**src/rtl/muldiv_pkg.sv**
```systemverilog
// ---------------------------------------------------------------------------
// muldiv_pkg
// Shared constants for the multiply/divide sequencer:
//   - 3-bit state encoding, plus the enum built on it
//   - operation kind constants (KIND_MULT / KIND_DIV)
//   - HI/LO source mux select constants (SEL_MULT / SEL_DIV)
//   - watchdog counter width
// ---------------------------------------------------------------------------
package muldiv_pkg;

   localparam logic [2:0] S_IDLE   = 3'd0;
   localparam logic [2:0] S_START  = 3'd1;
   localparam logic [2:0] S_WAIT   = 3'd2;
   localparam logic [2:0] S_COMMIT = 3'd3;
   localparam logic [2:0] S_EXC    = 3'd4;
   localparam logic [2:0] S_ABORT  = 3'd5;

   typedef enum logic [2:0] {
      ST_IDLE   = S_IDLE,
      ST_START  = S_START,
      ST_WAIT   = S_WAIT,
      ST_COMMIT = S_COMMIT,
      ST_EXC    = S_EXC,
      ST_ABORT  = S_ABORT
   } state_t;

   localparam logic KIND_MULT = 1'b0;
   localparam logic KIND_DIV  = 1'b1;

   localparam logic SEL_MULT  = 1'b0;
   localparam logic SEL_DIV   = 1'b1;

   localparam int WDOG_W = 8;

   // Maps the latched operation kind onto the HI/LO mux select value.
   function automatic logic kind_to_sel(input logic kind);
      return (kind == KIND_DIV) ? SEL_DIV : SEL_MULT;
   endfunction

endpackage

```
**src/rtl/muldiv_watchdog.sv**
```systemverilog
// ---------------------------------------------------------------------------
// muldiv_watchdog
// 8-bit cycle counter guarding the WAIT state of the sequencer.
// Ports:
//   clk     in  system clock
//   reset   in  asynchronous, active-high
//   i_clr   in  synchronous clear to zero (has priority over i_en)
//   i_en    in  count enable, +1 per cycle
//   o_tc    out terminal count: counter == TIMEOUT_CYCLES-1
// The sequencer leaves WAIT on terminal count, so the counter never wraps.
// ---------------------------------------------------------------------------
module muldiv_watchdog
   import muldiv_pkg::*;
#(
   parameter int TIMEOUT_CYCLES = 64
) (
   input  logic clk,
   input  logic reset,
   input  logic i_clr,
   input  logic i_en,
   output logic o_tc
);

   localparam logic [WDOG_W-1:0] TC_VALUE = WDOG_W'(TIMEOUT_CYCLES - 1);

   logic [WDOG_W-1:0] r_count;

   // NOTE: sequential state is written with non-blocking assignments only, so
   // every flop samples the pre-edge values regardless of block ordering.
   always_ff @(posedge clk or posedge reset) begin
      if (reset) begin
         r_count <= '0;
      end else if (i_clr) begin
         r_count <= '0;
      end else if (i_en) begin
         r_count <= r_count + 1'b1;
      end
   end

   assign o_tc = (r_count == TC_VALUE);

endmodule

```
**src/rtl/muldiv_sequencer.sv**
```systemverilog
// ---------------------------------------------------------------------------
// muldiv_sequencer
// Sequences one MULT or DIV operation on the shared multiply/divide resource:
// pulses the selected unit's init, waits for its end handshake, then commits
// HI and LO together, or reports divide-by-zero / watchdog timeout.
// Ports:
//   clk, reset            clock, asynchronous active-high reset
//   op_valid, op_is_div   request from the control unit (sampled in IDLE)
//   op_ready              idle and accepting
//   busy                  operation outstanding (START/WAIT/COMMIT)
//   mult_init, mult_end   multiplier start pulse / done
//   div_init, div_end     divider start pulse / done
//   div_zero              divider divide-by-zero flag
//   sel_lo, sel_hi        HI/LO source mux selects (0 = mult, 1 = div)
//   lo_w, hi_w            HI/LO register write enables
//   done                  one-cycle pulse, result committed
//   div_exc               one-cycle pulse, divide-by-zero, no writes
//   timeout               one-cycle pulse, watchdog abort, no writes
//   rd_req, rd_stall      MFHI/MFLO decode in / stall out
// Outputs are registered and loaded with the values of the state being
// entered, so they behave as Moore outputs of the state register.
// ---------------------------------------------------------------------------
module muldiv_sequencer
   import muldiv_pkg::*;
#(
   parameter int TIMEOUT_CYCLES = 64
) (
   input  logic clk,
   input  logic reset,
   input  logic op_valid,
   input  logic op_is_div,
   output logic op_ready,
   output logic busy,
   output logic mult_init,
   input  logic mult_end,
   output logic div_init,
   input  logic div_end,
   input  logic div_zero,
   output logic sel_lo,
   output logic sel_hi,
   output logic lo_w,
   output logic hi_w,
   output logic done,
   output logic div_exc,
   output logic timeout,
   input  logic rd_req,
   output logic rd_stall
);

   state_t r_state;
   logic   r_kind;
   logic   r_op_ready;
   logic   r_busy;
   logic   r_mult_init;
   logic   r_div_init;
   logic   r_commit;
   logic   r_div_exc;
   logic   r_timeout;

   logic   w_sel_end;
   logic   w_zero;
   logic   w_tc;
   logic   w_wd_clr;
   logic   w_wd_en;

   // Only the selected unit's handshake matters; the idle unit's lines may
   // carry stale or stray values.
   assign w_sel_end = (r_kind == KIND_DIV) ? div_end : mult_end;
   assign w_zero    = (r_kind == KIND_DIV) && div_zero;

   assign w_wd_clr  = (r_state == ST_START);
   assign w_wd_en   = (r_state == ST_WAIT);

   muldiv_watchdog #(
      .TIMEOUT_CYCLES(TIMEOUT_CYCLES)
   ) u_watchdog (
      .clk   (clk),
      .reset (reset),
      .i_clr (w_wd_clr),
      .i_en  (w_wd_en),
      .o_tc  (w_tc)
   );

   always_ff @(posedge clk or posedge reset) begin
      if (reset) begin
         r_state     <= ST_IDLE;
         r_kind      <= KIND_MULT;
         r_op_ready  <= 1'b1;
         r_busy      <= 1'b0;
         r_mult_init <= 1'b0;
         r_div_init  <= 1'b0;
         r_commit    <= 1'b0;
         r_div_exc   <= 1'b0;
         r_timeout   <= 1'b0;
      end else begin
         // Pulse outputs default low; only the transition into their state
         // raises them, which makes each pulse exactly one cycle long.
         r_mult_init <= 1'b0;
         r_div_init  <= 1'b0;
         r_commit    <= 1'b0;
         r_div_exc   <= 1'b0;
         r_timeout   <= 1'b0;

         case (r_state)
            ST_IDLE: begin
               if (op_valid) begin
                  r_state     <= ST_START;
                  r_kind      <= op_is_div;
                  r_op_ready  <= 1'b0;
                  r_busy      <= 1'b1;
                  r_mult_init <= (op_is_div == KIND_MULT);
                  r_div_init  <= (op_is_div == KIND_DIV);
               end
            end

            ST_START: begin
               r_state <= ST_WAIT;
            end

            ST_WAIT: begin
               if (w_zero) begin
                  r_state   <= ST_EXC;
                  r_busy    <= 1'b0;
                  r_div_exc <= 1'b1;
               end else if (w_sel_end) begin
                  r_state  <= ST_COMMIT;
                  r_commit <= 1'b1;
               end else if (w_tc) begin
                  r_state   <= ST_ABORT;
                  r_busy    <= 1'b0;
                  r_timeout <= 1'b1;
               end
            end

            ST_COMMIT, ST_EXC, ST_ABORT: begin
               r_state    <= ST_IDLE;
               r_op_ready <= 1'b1;
               r_busy     <= 1'b0;
            end

            default: begin
               r_state    <= ST_IDLE;
               r_op_ready <= 1'b1;
               r_busy     <= 1'b0;
            end
         endcase
      end
   end

   assign op_ready  = r_op_ready;
   assign busy      = r_busy;
   assign mult_init = r_mult_init;
   assign div_init  = r_div_init;
   assign sel_lo    = kind_to_sel(r_kind);
   assign sel_hi    = kind_to_sel(r_kind);
   assign lo_w      = r_commit;
   assign hi_w      = r_commit;
   assign done      = r_commit;
   assign div_exc   = r_div_exc;
   assign timeout   = r_timeout;
   assign rd_stall  = rd_req & r_busy;

endmodule
```
**config.mk**
```make
export PLATFORM = sky130hd
export DESIGN_NAME = muldiv_sequencer
export DESIGN_NICKNAME = d
export VERILOG_FILES = /design/src/rtl/muldiv_pkg.sv /design/src/rtl/muldiv_watchdog.sv /design/src/rtl/muldiv_sequencer.sv
export SDC_FILE = /design/constraint.sdc
export NUM_CORES = 1
export LEC_CHECK = 0
export ABC_AREA = 1
export BUFFER_PORTS_ARGS = -buffer_cell sky130_fd_sc_hd__buf_2
export CORE_MARGIN = 5
export CORE_UTILIZATION = 56
export DETAILED_ROUTE_END_ITERATION = 10
export MAX_ROUTING_LAYER = met4
export PLACE_DENSITY = 0.82
export SETUP_SLACK_MARGIN = 0.5
export SKIP_LAST_GASP = 1
export SYNTH_ARGS = -nofsm -noshare
export SYNTH_HDL_FRONTEND = slang
export SYNTH_SLANG_ARGS = --single-unit
```
**constraint.sdc**
```tcl
create_clock -name clk -period 3.3 [get_ports clk]
set_input_delay 0.66 -clock clk [delete_from_list [all_inputs] [get_ports clk]]
set_output_delay 0.66 -clock clk [all_outputs]
set_load 0.05 [all_outputs]
```
## Word level (Yosys, flattened, before mapping)

Cells that the tools add are included.

| word-level totals | value |
|---|---|
| bits in latches | 0 |
| register bits after elaboration | 19 |
| memory bits (read-only) | 0 |
| memories | 0 |
| bits in writable memories | 0 |

| operators by class | value |
|---|---|
| divide/modulo/power cells | 0 |
| equality and inequality tests | 7 |
| multipliers | 0 |
| mux-type cells | 29 |
| reductions and logical operators | 8 |
| shift-type cells | 0 |
| bitwise logic cells | 4 |
| order comparisons | 0 |
| add/sub/neg operators | 1 |

Operator list:

| kind | count |
|---|---|
| $mux W1 | 20 |
| $mux W8 | 2 |
| $mux W3 | 4 |
| $pmux W3 S3 | 1 |
| $add A8 B1 Y8 const B | 1 |
| $eq A8 B6 Y1 const B | 1 |
| $ne A3 B3 Y1 const B | 2 |
| $reduce_and A2 Y1 | 3 |
| $ne A4 B4 Y1 const B | 1 |
| $reduce_and A4 Y1 | 1 |
| $eq A3 B1 Y1 const B | 1 |
| $eq A3 B2 Y1 const B | 1 |
| $logic_not A3 Y1 | 1 |
| $not A1 Y1 | 3 |
| $pmux W1 S3 | 1 |
| $ne A2 B2 Y1 const B | 1 |
| $pmux W1 S2 | 1 |
| $reduce_bool A2 Y1 | 1 |
| $reduce_or A2 Y1 | 1 |
| $and A1 B1 Y1 | 1 |
| $logic_and A1 B1 Y1 | 1 |

## Logic depth before layout (Yosys ltp)

Gate-level depths: netlist (run 1).

| logic depth | value |
|---|---|
| word-level depth | 5 |
| gate-level depth with buffers | 8 |
| depth with buffers taken out | 8 |

## Cells and area by module

Synthesis (run 1) repeated with hierarchy kept, for this count alone.

| second synthesis, totals | value |
|---|---|
| cell total of the unflattened synthesis | 119 |
| area, all modules | 950.9 um^2 |

By module, submodules not included:

| module | instances | area each (um^2) | cells an instance | seq. area each (um^2) |
|---|---|---|---|---|
| muldiv_sequencer | 1 | 516.7 | 62 | 276.5 |
| muldiv_watchdog | 1 | 434.2 | 57 | 200.2 |

## Worst setup path after synthesis (run 1)

OpenSTA, ideal clock, no wires.

| timing path | value |
|---|---|
| path kind | flip-flop to output port |
| start point | register r_busy (netlist: busy) |
| end point | output port rd_stall |
| path buffers | 0 |
| setup slack | 1.604 ns |
| stages on the path, launching flop included | 3 |
| arrival | 1.036 ns |
| path through | dfrtp_1 > nand2_1 > inv_1 |

| between the ends | value |
|---|---|
| cells in the longest elaborated chain, start to end | 1 |

Ends and longest elaborated chain:

| what | RTL line | source |
|---|---|---|
| from (decl) | muldiv_sequencer.sv:53 | `logic r_busy;` |
| from (signal assigned) | muldiv_sequencer.sv:89 | `r_busy <= 1'b0;` |
| from (signal assigned) | muldiv_sequencer.sv:110 | `r_busy <= 1'b1;` |
| from (signal assigned) | muldiv_sequencer.sv:123 | `r_busy <= 1'b0;` |
| $and A1 B1 Y1 | muldiv_sequencer.sv:161 | `assign rd_stall = rd_req & r_busy;` |
| to (decl) | muldiv_sequencer.sv:47 | `output logic rd_stall` |

Every way passes these cells.

## Worst setup path after layout (run 1)

| timing path | value |
|---|---|
| start point | register r_op_ready (netlist: op_ready) |
| end point | output port op_ready |

RTL lines:

| what | RTL line | source |
|---|---|---|
| from (decl) | muldiv_sequencer.sv:52 | `logic r_op_ready;` |
| from (signal assigned) | muldiv_sequencer.sv:88 | `r_op_ready <= 1'b1;` |
| from (signal assigned) | muldiv_sequencer.sv:109 | `r_op_ready <= 1'b0;` |
| from (signal assigned) | muldiv_sequencer.sv:137 | `r_op_ready <= 1'b1;` |
| to (decl) | muldiv_sequencer.sv:32 | `output logic op_ready,` |

No word-level cell between the ends.

==> flow_summary.toml, run 1 <==
[yosys]
synth_edf_count = 0
synth_nets = 125
yosys.cell_types.count = 23
postSynthAreaPerCell_um2 = 8.12
synthFlopType = "dfrtp_1"
yosysWarnings = 0
synthArstFlopShare_pct = 100
syn_inst = 116
synth_top_cell_by_area = "dfrtp_1"
seq_area_frac_synth_pct = 50.6
synth-seq-cells = 19
synth_top_area_share_pct = 47.8
synth_commonest_cells = "nand2_1 (30), dfrtp_1 (18), inv_1 (15), nor2_1 (15)"
yosysMostFrequentCell = "nand2_1"
synth.area.top_cells = "dfrtp_1 (48%), nand2_1 (12%), inv_1 (6.0%), nor2_1 (6.0%), nand3_1 (3.2%)"
netlist_area_um2 = 942

[detailed_routing]
vias = 793
drc_errors = 0
routed_wl_mm = 1.88
wl_per_cell_um = 12.5
via_per_inst = 5.25
first_iter_violations = 23
ant_nets = 0
first_pass_iters = 5

[grt]
antenna_found_initial = 0
grt-ovfl-total = 0
grt_pass1_wl_mm = 3.49
grt_max_degree = 20
grt_pass1_vias = 789
grt_usage_pct = 18.4

[hold_path]
hold_path_class = "in -> async"

[critical_path]
path_max_fanout = 2
cpPeakStageDelay_ns = 0.54
crit_path_end_kind = "output port"
crit_buf_inv = 1
crit_arrival_ns = 1.10
crit_slowest_cell = "dfstp_2"
crit_required_ns = 2.64
crit_type = "reg -> out"
cp_top_family = "flip-flops"
worstSetupStartpointType = "flop"
path_cells = "buf_2"

[timing]
setup_viol = 0
drv_slew = 0
rsz0062_at_grt = "false"
hold_viol = 0
period_share_pct = 53.3
worst_pin_slew_ns = 0.694
tns_ns = 0
fmax_mhz = 568
fin_crit_ns = 1.76
slew-limit-headroom_pct = 53.7
fin_skew_ns = 0.00279

[place]
portBuffers = 19
gp_congestion = 0.857
dp_hpwl_mm = 1.38
placed_area_um2 = 1030

[clocking]
clock_latency_ns = 0.30
cts_buffer_depth = 2
cts_setup_buffers = 0
holdBufCountCts = 0
clock-sinks = 19
cts-root-buf = "clkbuf_4"
cts_tree = "built"
clk_pin_slew_ns = 0.11
h-tree-depth = 1
cts-resized-gates = 0
cts_inserted_buffers = 3

[run_status]
outcome = "completed"

[die]
rows = 14
coreArea_um2 = 1560
die_area_um2 = 2600
fp.dieH_um = 51.0
die_x_um = 51.0
boundaryPins = 20
start_util_pct = 60.4

[power]
leakage_nw = 0.597
powerDensity_nw_per_um2 = 868
peakVddDrop_mv = 0.701
power_mw = 0.915

[cells_and_area]
fin_nets = 145
drive_above_1_share_pct = 23.0
antennaDiodeCount = 0
syn_to_final_growth_pct = 11.8
fillers = 118
final_cell_area_um2 = 1050

[job]
drv_cap = 0
## registers in the layout (all words and copies together) (netlist names)
signal              cells
busy                    1
timeout                 1
r_state                 3
div_exc                 1
div_init                1
u_watchdog.r_count      8
r_kind                  1
op_ready                1
done                    1
mult_init               1
## stage by stage
| step | utilization, % | setup slack (ns) | cells | hold slack, ns |
|---|---|---|---|---|
| after floorplan | - | 1.60 | 116 | 0.476 |
| after global placement | 65.9 | 1.58 | 147 | 0.489 |
| after detailed placement | 65.9 | 1.56 | 147 | 0.496 |
| after CTS | 67.6 | 1.53 | 151 | 0.469 |
| after global routing | 67.6 | 1.50 | 151 | 0.510 |
| final | 67.6 | 1.54 | 151 | 0.442 |
## kinds of logic (layout without fill, tap and decap cells)
| kind of cell | count (synthesis) | count (layout) | synth area share [%] |
|---|---|---|---|
| AO/OA/AOI/OAI | 15 | 15 | 8.77 |
| adder cells (fa/ha/maj) | 1 | 1 | 1.33 |
| AND/OR/NAND/NOR | 61 | 61 | 29.7 |
| flip-flops | 19 | 19 | 50.6 |
| buffers and inverters | 20 | 39 | 9.56 |
## layout make-up
class / instances / area (um2) / share of cell area (%)
clock buffer: 4 / 26.3 / 2.49
inverter: 16 / 60.1 / 5.70
multi-input combinational: 77 / 375 / 35.6
sequential: 19 / 477 / 45.2
tap: 16 / 20.0 / 1.90
timing repair buffer: 19 / 95.1 / 9.03
## final timing paths
check / from / endpoint / slack (ns) / depth (start not counted)
worst min-delay path: reset / r_state[2] / 0.44 / 2
worst min register to register: op_ready / op_ready / 0.51 / 2
worst max register to register: r_state[2] / u_watchdog.r_count[7] / 1.98 / 5
max in group asynchronous: reset / u_watchdog.r_count[7] / 2.42 / 2
min in group clk: op_ready / op_ready / 0.51 / 2
worst max-delay path: op_ready / op_ready / 1.54 / 1
## layout by cell type (no fill, tap or decap)
cell type,instances
inv_2,1
nand4_1,2
clkbuf_4,3
ha_1,1
nand2_2,1
a31oi_1,1
nor4_1,1
nand3_1,6
nor2_1,15
o21bai_1,1
o21ai_2,1
dfstp_2,1
clkbuf_1,1
nand3_2,1
nor2_4,1
nand3_4,1
nand2_1,30
a21oi_1,5
nor2_2,2
dfrtp_1,18
inv_1,15
o21ai_1,1
o21ai_0,6
nor3_1,1
buf_2,19
## per-layer routing
metal / GRT usage (%) / wire length, um / vias up
li1: - / - / 399
met1: 22.5 / 860 / 356
met2: 30.3 / 866 / 30
met3: 2.62 / 106 / 8
met4: 8.07 / 50 / 0
met5: - / 0 / -
## power by group
part           total (mW)  internal (mW)  switching, mW
clock network       0.122         0.0472         0.0749
registers           0.337          0.294         0.0435
logic               0.456          0.111          0.344
Power figures use the tool's default switching activity.
==> run 2, diff against run 1 <==
--- a/config.mk
+++ b/config.mk
@@ -5,13 +5,13 @@
 export SDC_FILE = /design/constraint.sdc
 export NUM_CORES = 1
 export LEC_CHECK = 0
-export ABC_AREA = 1
+export ABC_AREA = 0
 export BUFFER_PORTS_ARGS = -buffer_cell sky130_fd_sc_hd__buf_2
 export CORE_MARGIN = 5
-export CORE_UTILIZATION = 56
+export CORE_UTILIZATION = 46
 export DETAILED_ROUTE_END_ITERATION = 10
 export MAX_ROUTING_LAYER = met4
-export PLACE_DENSITY = 0.82
+export PLACE_DENSITY = 0.72
 export SETUP_SLACK_MARGIN = 0.5
 export SKIP_LAST_GASP = 1
 export SYNTH_ARGS = -nofsm -noshare
==> constraint.sdc (replaced) <==
create_clock -name clk -period 1.6 [get_ports clk]
set_input_delay 0.32 -clock clk [delete_from_list [all_inputs] [get_ports clk]]
set_output_delay 0.32 -clock clk [all_outputs]
set_load 0.05 [all_outputs]
==> run 2 against run 1 <==
  * Via count down 6.2%
  * Critical path depth is 3 higher
  * Global-route usage decreased by 1.8 points
  * Clock skew up 0.0096 ns
  * Combinational power rose to 3.0 times the previous value
  * Die area rose by 13%
  * Worst hold slack got worse by 0.40 ns
  * Setup slack lost 1.4 ns
  * Register-to-register slack worse by 1.8 ns
  * Total power increased to 2.6 times the previous value
  * Cell area increased by 25%
  * Sequential cell count is the same
  * Critical path type is now reg -> reg
  * Largest power group unchanged
==> flow_summary.toml, run 2 <==
[place]
dp_cells = 127
dp_hpwl_mm = 1.34
portBuffers = 19
placed_area_um2 = 1040
gp_congestion = 0.825

[critical_path]
path_cells = "or3b_4 > a21oi_4 > a21oi_1 > o21a_1"
path_max_fanout = 7
r2r-start = "r_state[0]"
r2r_end = "busy"
crit_slowest_cell = "dfrtp_2"
worstSetupStartpointType = "flop"
crit_path_end_kind = "flop"
worst-r2r-setup-slack_ns = 0.19
crit_required_ns = 1.81
crit_type = "reg -> reg"
cpPeakStageDelay_ns = 0.47
crit_arrival_ns = 1.62
r2r_cells = 4

[clocking]
clock-sinks = 19
cts_buffer_depth = 2
clk_pin_slew_ns = 0.11
cts_tree = "built"
h-tree-depth = 1
cts-root-buf = "clkbuf_4"
cts_inserted_buffers = 3
clock_latency_ns = 0.30
holdBufCountCts = 0

[yosys]
synth-seq-cells = 19
synth_edf_count = 0
netlist_area_um2 = 902
yosys.cell_types.count = 35
postSynthAreaPerCell_um2 = 11.0
synthArstFlopShare_pct = 100
synth_top_area_share_pct = 49.9
synthFlopType = "dfrtp_1"
syn_inst = 82
seq_area_frac_synth_pct = 52.8
synth_commonest_cells = "dfrtp_1 (18), nor2_1 (10), nand2_1 (6)"
synth_nets = 91
yosysWarnings = 0
synth_top_cell_by_area = "dfrtp_1"
synth.area.top_cells = "dfrtp_1 (50%), nor2_1 (4.2%), dfstp_2 (2.9%), xor2_1 (2.9%), nor3b_2 (2.8%)"
yosysMostFrequentCell = "dfrtp_1"

[cells_and_area]
syn_to_final_growth_pct = 45.6
regMostFlops = "u_watchdog.r_count"
stdcell_count = 143
reg.largest.list = "u_watchdog.r_count x8, r_state x3"
layout_common_cells = "dfrtp_1 (14), buf_4 (14), buf_6 (11)"
final_cell_area_um2 = 1310
largest_reg_flops = 8
antennaDiodeCount = 0
drive_above_1_share_pct = 52.6
fin_nets = 126

[detailed_routing]
ant_nets = 0
via_per_inst = 5.20
vias = 744
wl_per_cell_um = 14.8
first_iter_violations = 16
first_pass_iters = 4
routed_wl_mm = 2.12
drc_errors = 0

[job]
drv_cap = 0

[die]
die_area_um2 = 2950
fp.dieH_um = 54.3
coreArea_um2 = 1920
die_x_um = 54.3
rows = 16
start_util_pct = 46.9
boundaryPins = 20

[timing]
fmax_mhz = 709
rsz0062_at_grt = "true"
period_share_pct = 88.2
fin_crit_ns = 1.41
setup_viol = 0
drv_slew = 0
fin_skew_ns = 0.0123
tns_ns = 0
worst_pin_slew_ns = 0.567
hold_viol = 0
slew-limit-headroom_pct = 62.2

[grt]
grt_pass1_wl_mm = 3.39
grt_usage_pct = 16.6
grt-ovfl-total = 0
antenna_found_initial = 0
grt_max_degree = 16
grt_pass1_vias = 762

[power]
powerDensity_nw_per_um2 = 1810
peakVddDrop_mv = 1.32
leakage_nw = 0.604
power_mw = 2.38

[hold_path]
hold_path_class = "in -> async"

[run_status]
outcome = "completed"
==> run 2: area by class of cell <==
class                      count  area (um2)
fill                         148         608
sequential                    19         482
multi-input combinational     57         458
timing repair buffer          35         309
tap                           27        33.8
clock buffer                   3        22.5
clock inverter                 1        5.00
inverter                       1        3.75
==> run 2: per-layer routing <==
| layer | global-route usage [%] | share of wire [%] | routed length (um) | vias up |
|---|---|---|---|---|
| li1 | - | - | - | 351 |
| met1 | 18.7 | 39 | 819 | 372 |
| met2 | 28.3 | 55 | 1160 | 17 |
| met3 | 3.54 | 5.1 | 109 | 4 |
| met4 | 7.47 | 1.6 | 34 | 0 |
| met5 | - | 0 | 0 | - |
==> run 2: cells by family after synthesis <==
logic type                 share of synthesized area, %
and+or+nand+nor                                    22.2
AOI/OAI and AO/OA                                  10.5
xor gates and xnor gates                           4.86
muxes                                              3.47
DFF                                                52.8
buffers and inverters                              4.71
adders and majority gates                          1.39
==> run 2: through the flow <==
stage	worst slack (ns)	hold WS (ns)	utilization (%)
finish	0.189	0.0452	68.4
global route	0.103	0.0903	68.4
CTS	0.203	0.0685	65.1
detailed placement	0.146	0.403	54.1
global placement	0.184	0.394	54.1
floorplan	0.223	0.270	-
==> run 2: worst max path at each step <==
| stage | end | from | slack (ns) |
|---|---|---|---|
| after floorplan | busy | r_state[2] | 0.22 |
| final | busy | r_state[0] | 0.19 |
| after global routing | r_state[0] | r_state[2] | 0.10 |
| after global placement | busy | r_state[2] | 0.18 |
| after detailed placement | busy | r_state[2] | 0.15 |
| after CTS | busy | r_state[0] | 0.20 |
==> run 2: repair_timing <==
item | in CTS | in global routing
setup endpoints to repair | 28 | 29
pin swaps | 2 | 1
setup buffers | 9 | 3
resized for setup | 37 | 8
==> run 2: critical path, delay by kind of cell, from the launching register on <==
family           cells  cell delay [ns]
AO/OA/AOI/OAI        3             0.44
flip-flops           1             0.47
AND/OR/NAND/NOR      1             0.41
==> run 2: power breakdown <==
group,internal (mW),switching (mW)
Clock,0.0933,0.150
Combinational,0.644,0.737
Sequential,0.612,0.142
